--- src/rtl/alu_cmd_sequencer.sv ---
// rtl/alu_cmd_sequencer.sv - command FIFO and sequencer driving a combinational 4-bit ALU
//
// Ports:
//   clk, rst_n              clock (rising edge), asynchronous active-low reset
//   cmd_valid/cmd_ready     command handshake; cmd_op/cmd_a/cmd_b carry the command
//   alu_a/alu_b/alu_s       registered operands and opcode driven to the ALU
//   alu_y                   ALU result, sampled after the settle time
//   rsp_valid/rsp_ready     response handshake; rsp_y/rsp_op/rsp_err carry the result
//   busy                    a command is in flight or buffered
//   err_cnt                 saturating count of divide/modulo-by-zero results

module alu_cmd_sequencer #(
    parameter int DEPTH         = 4,
    parameter int SETTLE_CYCLES = 1
) (
    input  logic       clk,
    input  logic       rst_n,
    input  logic       cmd_valid,
    output logic       cmd_ready,
    input  logic [3:0] cmd_op,
    input  logic [3:0] cmd_a,
    input  logic [3:0] cmd_b,
    output logic [3:0] alu_a,
    output logic [3:0] alu_b,
    output logic [3:0] alu_s,
    input  logic [3:0] alu_y,
    output logic       rsp_valid,
    input  logic       rsp_ready,
    output logic [3:0] rsp_y,
    output logic [3:0] rsp_op,
    output logic       rsp_err,
    output logic       busy,
    output logic [7:0] err_cnt
);

    localparam int PW = $clog2(DEPTH);
    localparam int CW = $clog2(DEPTH + 1);
    localparam int SW = (SETTLE_CYCLES > 1) ? $clog2(SETTLE_CYCLES) : 1;

    localparam logic [CW-1:0] DEPTH_C     = CW'(DEPTH);
    localparam logic [SW-1:0] SETTLE_LAST = SW'(SETTLE_CYCLES - 1);

    localparam logic [3:0] OP_DIV = 4'b0011;
    localparam logic [3:0] OP_MOD = 4'b0100;

    typedef enum logic [1:0] {
        ST_IDLE  = 2'd0,
        ST_DRIVE = 2'd1,
        ST_RESP  = 2'd2
    } state_t;

    state_t state;
    state_t state_next;

    logic [11:0]   fifo_mem [DEPTH];
    logic [PW-1:0] wr_ptr;
    logic [PW-1:0] rd_ptr;
    logic [CW-1:0] count;
    logic [SW-1:0] settle_cnt;

    logic        push;
    logic        pop;
    logic        capture;
    logic        rsp_done;
    logic        div_zero;
    logic [11:0] head;

    // Ready depends on occupancy alone, so a full FIFO refuses even while popping.
    assign cmd_ready = (count < DEPTH_C);
    assign push      = cmd_valid && cmd_ready;
    assign head      = fifo_mem[rd_ptr];
    assign busy      = (state != ST_IDLE) || (count != '0);
    assign div_zero  = ((alu_s == OP_DIV) || (alu_s == OP_MOD)) && (alu_b == 4'd0);

    always_ff @(posedge clk or negedge rst_n) begin
        if (!rst_n) begin
            state <= ST_IDLE;
        end else begin
            state <= state_next;
        end
    end

    // Pops happen only on transitions into DRIVE, either from IDLE or
    // straight out of RESP when the response is taken and work is queued.
    always_comb begin
        state_next = state;
        pop        = 1'b0;
        capture    = 1'b0;
        rsp_done   = 1'b0;
        case (state)
            ST_IDLE: begin
                if (count != '0) begin
                    pop        = 1'b1;
                    state_next = ST_DRIVE;
                end
            end
            ST_DRIVE: begin
                if (settle_cnt == SETTLE_LAST) begin
                    capture    = 1'b1;
                    state_next = ST_RESP;
                end
            end
            ST_RESP: begin
                if (rsp_valid && rsp_ready) begin
                    rsp_done = 1'b1;
                    if (count != '0) begin
                        pop        = 1'b1;
                        state_next = ST_DRIVE;
                    end else begin
                        state_next = ST_IDLE;
                    end
                end
            end
            default: begin
                state_next = ST_IDLE;
            end
        endcase
    end

    // Storage array carries no reset; occupancy is tracked by the pointers.
    always_ff @(posedge clk) begin
        if (push) begin
            fifo_mem[wr_ptr] <= {cmd_op, cmd_a, cmd_b};
        end
    end

    always_ff @(posedge clk or negedge rst_n) begin
        if (!rst_n) begin
            wr_ptr <= '0;
            rd_ptr <= '0;
            count  <= '0;
        end else begin
            if (push) begin
                wr_ptr <= wr_ptr + 1'b1;
            end
            if (pop) begin
                rd_ptr <= rd_ptr + 1'b1;
            end
            case ({push, pop})
                2'b10:   count <= count + 1'b1;
                2'b01:   count <= count - 1'b1;
                default: count <= count;
            endcase
        end
    end

    always_ff @(posedge clk or negedge rst_n) begin
        if (!rst_n) begin
            alu_a      <= 4'd0;
            alu_b      <= 4'd0;
            alu_s      <= 4'd0;
            settle_cnt <= '0;
        end else begin
            if (pop) begin
                alu_s      <= head[11:8];
                alu_a      <= head[7:4];
                alu_b      <= head[3:0];
                settle_cnt <= '0;
            end else if (state == ST_DRIVE) begin
                settle_cnt <= settle_cnt + 1'b1;
            end
        end
    end

    always_ff @(posedge clk or negedge rst_n) begin
        if (!rst_n) begin
            rsp_valid <= 1'b0;
            rsp_y     <= 4'd0;
            rsp_op    <= 4'd0;
            rsp_err   <= 1'b0;
            err_cnt   <= 8'd0;
        end else begin
            if (capture) begin
                rsp_valid <= 1'b1;
                rsp_op    <= alu_s;
                rsp_err   <= div_zero;
                // A zero divisor makes the ALU output meaningless; report zero.
                rsp_y     <= div_zero ? 4'd0 : alu_y;
                if (div_zero && (err_cnt != 8'hFF)) begin
                    err_cnt <= err_cnt + 1'b1;
                end
            end else if (rsp_done) begin
                rsp_valid <= 1'b0;
            end
        end
    end

endmodule
--- config.mk ---
export PLATFORM = sky130hd
export DESIGN_NAME = alu_cmd_sequencer
export DESIGN_NICKNAME = d
export VERILOG_FILES = /design/src/rtl/alu_cmd_sequencer.sv
export SDC_FILE = /design/constraint.sdc
export NUM_CORES = 1
export LEC_CHECK = 0
export ABC_AREA = 1
export BUFFER_PORTS_ARGS = -buffer_cell sky130_fd_sc_hd__buf_2
export CAP_MARGIN = 20
export CORE_MARGIN = 2
export CORE_UTILIZATION = 40
export DETAILED_ROUTE_END_ITERATION = 12
export HOLD_SLACK_MARGIN = 0.06
export SYNTH_ARGS = -nofsm -noshare
export SYNTH_HDL_FRONTEND = slang
export SYNTH_SLANG_ARGS = --single-unit
--- constraint.sdc ---
create_clock -name clk -period 5.7 [get_ports clk]
set_clock_uncertainty 0.1 [all_clocks]
set_input_delay 1.14 -clock clk [delete_from_list [all_inputs] [get_ports clk]]
set_output_delay 1.14 -clock clk [all_outputs]
set_load 0.005 [all_outputs]
==> reports/qor.yml, run 1 <==
status: "finished, final reports clean"
min_period_over_period: 0.4916
h-tree-depth: 3
startpoint_type: "primary input"
grt_pass1_wl_mm: 11.50
dr.pass1.iters: 4
synth-seq-cells: 88
hp-class: "register to register"
avgSynthCellArea_um2: 10.65
peakVddDrop_mv: 0.1468
worst_pin_slew_ns: 0.8941
grt_use_total: 0.1464
path_cells: "buf_2, nand2_1, nand2_1, nand3_2, inv_2, ha_1, inv_1, fa_1, a21oi_1, o21ai_0, xor2_1"
p_total_mw: 2.042
synth_edf_count: 48
final_area_um2: 4279
relSlewSlack: 0.4039
cts_resized: 0
cp_max_fo: 18
crit_top_cell: "nand2_1"
setup_viol: 0
worstSetupStartpoint: "rsp_ready"
grt_max_degree: 41
crit_buf_inv: 3
finalSetupTns_ns: 0
preCtsSetupSlack_ns: 2.508
io_pins: 52
antenna_left: 0
crit_type: "primary input to register"
finalWirelength_mm: 6.986
postSynth.asyncResetShare: 0.4545
p_per_area_nw_per_um2: 477.2
slew_violations: 0
clockBufferDepth: 2
finalHoldViolations: 0
cts_tree: "yes"
required_ns: 5.83
synth_cell_types: 27
grt_pass1_vias: 2371
worstSkewPairLatency_ns: 0.34
place_congestion: 0.7906
min_period_ns: 2.802
clockRootBuffer: "clkbuf_8"
rsz0062_at_grt: "false"
cts.sinks: 88
die_w_um: 101.1
clkTransAtPathRegs_ns: 0.08
synthFlopType: "edfxtp_1"
grt_overflow_total: 0
cts_buffers: 9
drc_errors: 0
drt_iter0_markers: 108
ys_seq_area_frac: 0.6479
cts_setup_buffers: 0
fin_nets: 436
p_leak_nw: 1.918
syn-num-nets: 381
wl_per_cell_um: 13.33
fillCellCount: 871
cap_violations: 0
dieArea_um2: 10220
rr_startpoint: "state[1]"
placed_cell_area_um2: 4096
io_buffers: 51
end_kind: "register"
core_region_area_um2: 9196
ctsHoldBuffers: 0
diodes: 0
fmax_mhz: 356.9
num_rows: 35
holdCritStartpoint: "count[0]"
drive_gt1_frac: 0.1985
vias_per_cell: 4.723
max_stage_delay_ns: 0.37
synthToLayoutAreaGrowth_pct: 13.51
slowest_stage: "fa_1"
hold_slack_ns: 0.3821
start_util: 0.4099
yosysWarnings: 0
synth_cells: 354
critical_path_arrival_ns: 2.93
die_h_um: 101.1
vias: 2475
antenna_found_initial: 0
dp_hpwl_mm: 4.681
syn_area_um2: 3770
crit_family: "adder cells"
setup_ws_ns: 2.898
## power breakdown
part	total, mW	leakage, nW	switching [mW]	internal, mW
clock network	0.351	0.0770	0.199	0.152
registers	0.983	0.937	0.140	0.843
logic	0.708	0.903	0.443	0.265
total	2.04	1.92	0.782	1.26
## layout by cell type, fill, tap and decap left out, drive strengths merged
cell / netlist / routed
a21oi: 2 / 2
buf: 8 / 55
clkbuf: 3 / 10
clkinv: 0 / 4
clkinvlp: 0 / 1
dfrtp: 40 / 40
edfxtp: 48 / 48
fa: 1 / 1
ha: 6 / 6
inv: 27 / 27
nand2: 86 / 86
nand3: 13 / 13
nand3b: 2 / 2
nand4: 4 / 4
nor2: 56 / 56
nor3: 1 / 1
o21ai: 50 / 50
xnor2: 2 / 2
xor2: 5 / 5
## flip-flops by register name (all words and copies together) (netlist names), 2 cells and up
| signal | cells |
|---|---|
| rd_ptr | 2 |
| rsp_y | 4 |
| alu_a | 4 |
| alu_b | 4 |
| state | 2 |
| err_cnt | 8 |
| rsp_op | 4 |
| alu_s | 4 |
| fifo_mem | 48 |
| count | 3 |
| wr_ptr | 2 |
## per-stage QoR
step / utilization / instances
global route: 0.4653 / 524
finish: 0.4653 / 524
detailed placement: 0.4454 / 506
global placement: 0.4454 / 506
floorplan: - / 354
CTS: 0.4620 / 521
## path summary, 6_finish.rpt
| check | endpoint | slack, ns | depth (start not counted) |
|---|---|---|---|
| min reg2reg | count[0] | 0.38 | 1 |
| max reg2reg | count[2] | 3.29 | 9 |
| min in group asynchronous | state[1] | 0.81 | 1 |
| max | count[2] | 2.90 | 11 |
| min | count[0] | 0.38 | 1 |
| max in group asynchronous | err_cnt[0] | 4.12 | 1 |
## kinds of logic (layout without fill, tap and decap cells)
logic type,after synthesis,count (layout),share of synthesized area
compound gates,52,52,0.07103
xor+xnor,7,7,0.01626
fa+ha+maj,7,7,0.02522
buf+inv,38,97,0.04679
flops,88,88,0.6479
simple gates,162,162,0.1928
## per-layer routing
layer  GRT usage  vias to the layer above  part of all wire
met5           0                        -                 0
met4     0.06237                        0             0.017
met3     0.03121                       11             0.040
met2      0.2262                       53              0.44
met1      0.2000                     1140              0.50
li1            -                     1271                 -
## Yosys cell counts (2+ instances only)
library cell | count | share of area
xnor2_1 | 2 | 0.0046
o21ai_2 | 2 | 0.0046
buf_2 | 3 | 0.0040
dfrtp_1 | 40 | 0.27
o21ai_0 | 42 | 0.056
buf_6 | 2 | 0.0060
nand2_1 | 85 | 0.085
clkbuf_2 | 3 | 0.0040
a21oi_1 | 2 | 0.0027
nand3_1 | 10 | 0.013
buf_4 | 3 | 0.0060
nand4_1 | 4 | 0.0066
xor2_1 | 5 | 0.012
nor2_4 | 4 | 0.012
ha_1 | 6 | 0.020
inv_1 | 24 | 0.024
nand3_2 | 2 | 0.0053
nor2_1 | 52 | 0.052
o21ai_1 | 6 | 0.0080
inv_2 | 3 | 0.0030
edfxtp_1 | 48 | 0.38
## layout make-up
type	instances	area, um^2	share of cell area
Sequential cell	88	2442	0.5708
Multi-Input combinational cell	228	1151	0.2690
Timing Repair Buffer	55	292.8	0.06842
Tap cell	111	138.9	0.03246
Clock buffer	10	127.6	0.02982
Inverter	27	101.3	0.02368
Clock inverter	5	25.02	0.005848
Power figures use the tool's default switching activity.
==> run 2: changes to the inputs <==
Clock period 5.7 ns to 2.8 ns, I/O delays scaled along.
==> run 2 against run 1 <==
Effect of this change: combinational power increased by 110%; largest cell class unchanged; total power grew 110%; critical path depth shrank 2; global-route usage up 0.40 points; setup slack got worse by 2.2 ns; worst hold slack worse by 0.15 ns; clock power rose to 2.6 times the previous value.
==> reports/qor.yml, run 2 (same netlist as run 1, synthesis figures left out) <==
cts_setup_buffers: 0  # unchanged
final_cell_mix: "85 x nand2_1, 52 x nor2_1, 51 x buf_2"
finalHoldViolations: 0  # unchanged
utilization: 0.4725  # +0.007211
cp_max_fo: 12  # -6
power_frac_clock: 0.212  # +0.040
crit_type: "register to register"
largest_register: "fifo_mem"
hold_slack_ns: 0.2311  # -0.1510 ns
finalWirelength_mm: 7.092  # +1.5%
path_cells: "nand2_1, nand3_2, inv_2, ha_1, inv_1, fa_1, a21oi_1, o21ai_0, xor2_1"
fin_nets: 438  # +0.46%
worst_pin_slew_ns: 0.9027  # +0.008578 ns
dr.pass1.iters: 4  # unchanged
placed_cell_area_um2: 4134  # +0.92%
worstSkewPairLatency_ns: 0.34  # about the same
io_pins: 52  # unchanged
cts_resized: 0  # unchanged
cts_buffers: 9  # unchanged
antenna_left: 0  # unchanged
preCtsSetupSlack_ns: 0.4360  # -2.072 ns
num_rows: 35  # unchanged
h-tree-depth: 3  # unchanged
min_period_ns: 2.134
p_seq_frac: 0.444  # -0.037
grt_overflow_total: 0  # unchanged
ctsHoldBuffers: 0  # unchanged
startpoint_type: "register"
rsz0062_at_grt: "false"
end_kind: "register"
clkTransAtPathRegs_ns: 0.08  # about the same
largest_reg_flops: 48  # unchanged
swShare: 0.3677  # -0.01528
hp-class: "primary input to async pin"
drt_iter0_markers: 129  # +19%
synthToLayoutAreaGrowth_pct: 15.27
grt_pass1_vias: 2393  # +0.93%
peakVddDrop_mv: 0.3843  # +160%
wl_per_cell_um: 13.46  # +0.94%
clockRootBuffer: "clkbuf_8"
cts.sinks: 88  # unchanged
core_region_area_um2: 9196  # unchanged
fmax_mhz: 468.6
grt_pass1_wl_mm: 11.77  # +2.3%
die_w_um: 101.1  # unchanged
drc_errors: 0  # unchanged
clockBufferDepth: 2  # unchanged
p_leak_nw: 1.949  # +1.6%
grt_max_degree: 41  # unchanged
fillCellCount: 879  # +0.92%
required_ns: 2.92  # -2.91 ns
finalSetupTns_ns: 0  # unchanged
p_int_mw: 2.774  # +120%
cap_violations: 0  # unchanged
io_buffers: 51  # unchanged
setup_ws_ns: 0.6659  # -2.232 ns
cts_tree: "yes"
antenna_found_initial: 0  # unchanged
critical_path_arrival_ns: 2.26  # -0.67 ns
vias_per_cell: 4.805  # +1.7%
place_congestion: 0.8006  # +1.3%
slowest_stage: "dfrtp_1"
dp_hpwl_mm: 4.702  # +0.45%
setup_viol: 0  # unchanged
switching_power_mw: 1.613  # +110%
start_util: 0.4099  # unchanged
relSlewSlack: 0.3982  # -0.005718
status: "finished, final reports clean"
crit_family: "adder cells"
die_h_um: 101.1  # unchanged
slew_violations: 0  # unchanged
dieArea_um2: 10220  # unchanged
final_common_cell: "nand2_1"
grt_use_total: 0.1505  # +0.004048
p_comb_frac: 0.345  # -0.002
max_stage_delay_ns: 0.47  # +0.10 ns
min_period_over_period: 0.7622
vias: 2532  # +2.3%
crit_buf_inv: 2  # -1
drive_gt1_frac: 0.2067  # +0.008184
diodes: 0  # unchanged
p_per_area_nw_per_um2: 1009  # +110%
top_regs: "fifo_mem: 48 flops, err_cnt: 8 flops"
final_area_um2: 4345  # +1.5%
run 2: changes by cell type in the layout (fill, tap and decap cells not counted):
| cell | before | now |
|---|---|---|
| clkinv_1 | 2 | 1 |
| buf_4 | 2 | 6 |
| clkinv_2 | 2 | 1 |
| clkinvlp_4 | 1 | 2 |
| bufinv_16 | 0 | 2 |
| buf_6 | 2 | 0 |
run 2: per-layer routing:
layer | part of all wire | track usage | up-vias
li1 | - | - | 1276
met1 | 0.49 | 0.2025 | 1199
met2 | 0.46 | 0.2389 | 52
met3 | 0.038 | 0.03329 | 5
met4 | 0.0082 | 0.05613 | 0
met5 | 0 | 0 | -
run 2: layout make-up:
class,instances,area (um^2),area share
flip-flops and latches,88,2442,0.5620
multi-input cells,228,1151,0.2649
repair buffers,57,300.3,0.06910
well taps,111,138.9,0.03196
clock buffers,10,127.6,0.02937
inverters,27,101.3,0.02332
clock inverters,6,83.83,0.01929
run 2: final timing paths:
path,end,slack (ns),cells past startpoint,startpoint
min in group clk,fifo_mem[0][4],0.33,1,cmd_a[0]
min,rsp_valid,0.23,1,rst_n
max,count[2],0.67,9,state[1]
max reg2reg,count[2],0.67,9,state[1]
min reg2reg,rsp_y[3],0.38,2,rsp_y[3]
max in group asynchronous,rsp_y[3],1.78,1,rst_n
run 2: power groups by stage:
stage	Clock [mW]	Combinational, mW	Sequential, mW
after floorplan	0	1.14	1.91
after global placement	0	1.50	1.97
after detailed placement	0	1.54	1.98
after CTS	0.960	1.55	1.95
after global routing	1.01	1.77	2.00
final	0.928	1.51	1.95
run 2: per-stage QoR:
stage / total power [mW] / cells
finish: 4.386 / 527
global route: 4.778 / 527
CTS: 4.462 / 527
detailed placement: 3.519 / 511
global placement: 3.474 / 511
floorplan: 3.048 / 354
run 2: worst reg2reg max path: stages, from the launching register on:
cell and delay [ns]:
dfrtp_1 0.47, nand2_1 0.14, nand3_2 0.23, inv_2 0.12
ha_1 0.14, inv_1 0.06, fa_1 0.37, a21oi_1 0.14
o21ai_0 0.10, xor2_1 0.15
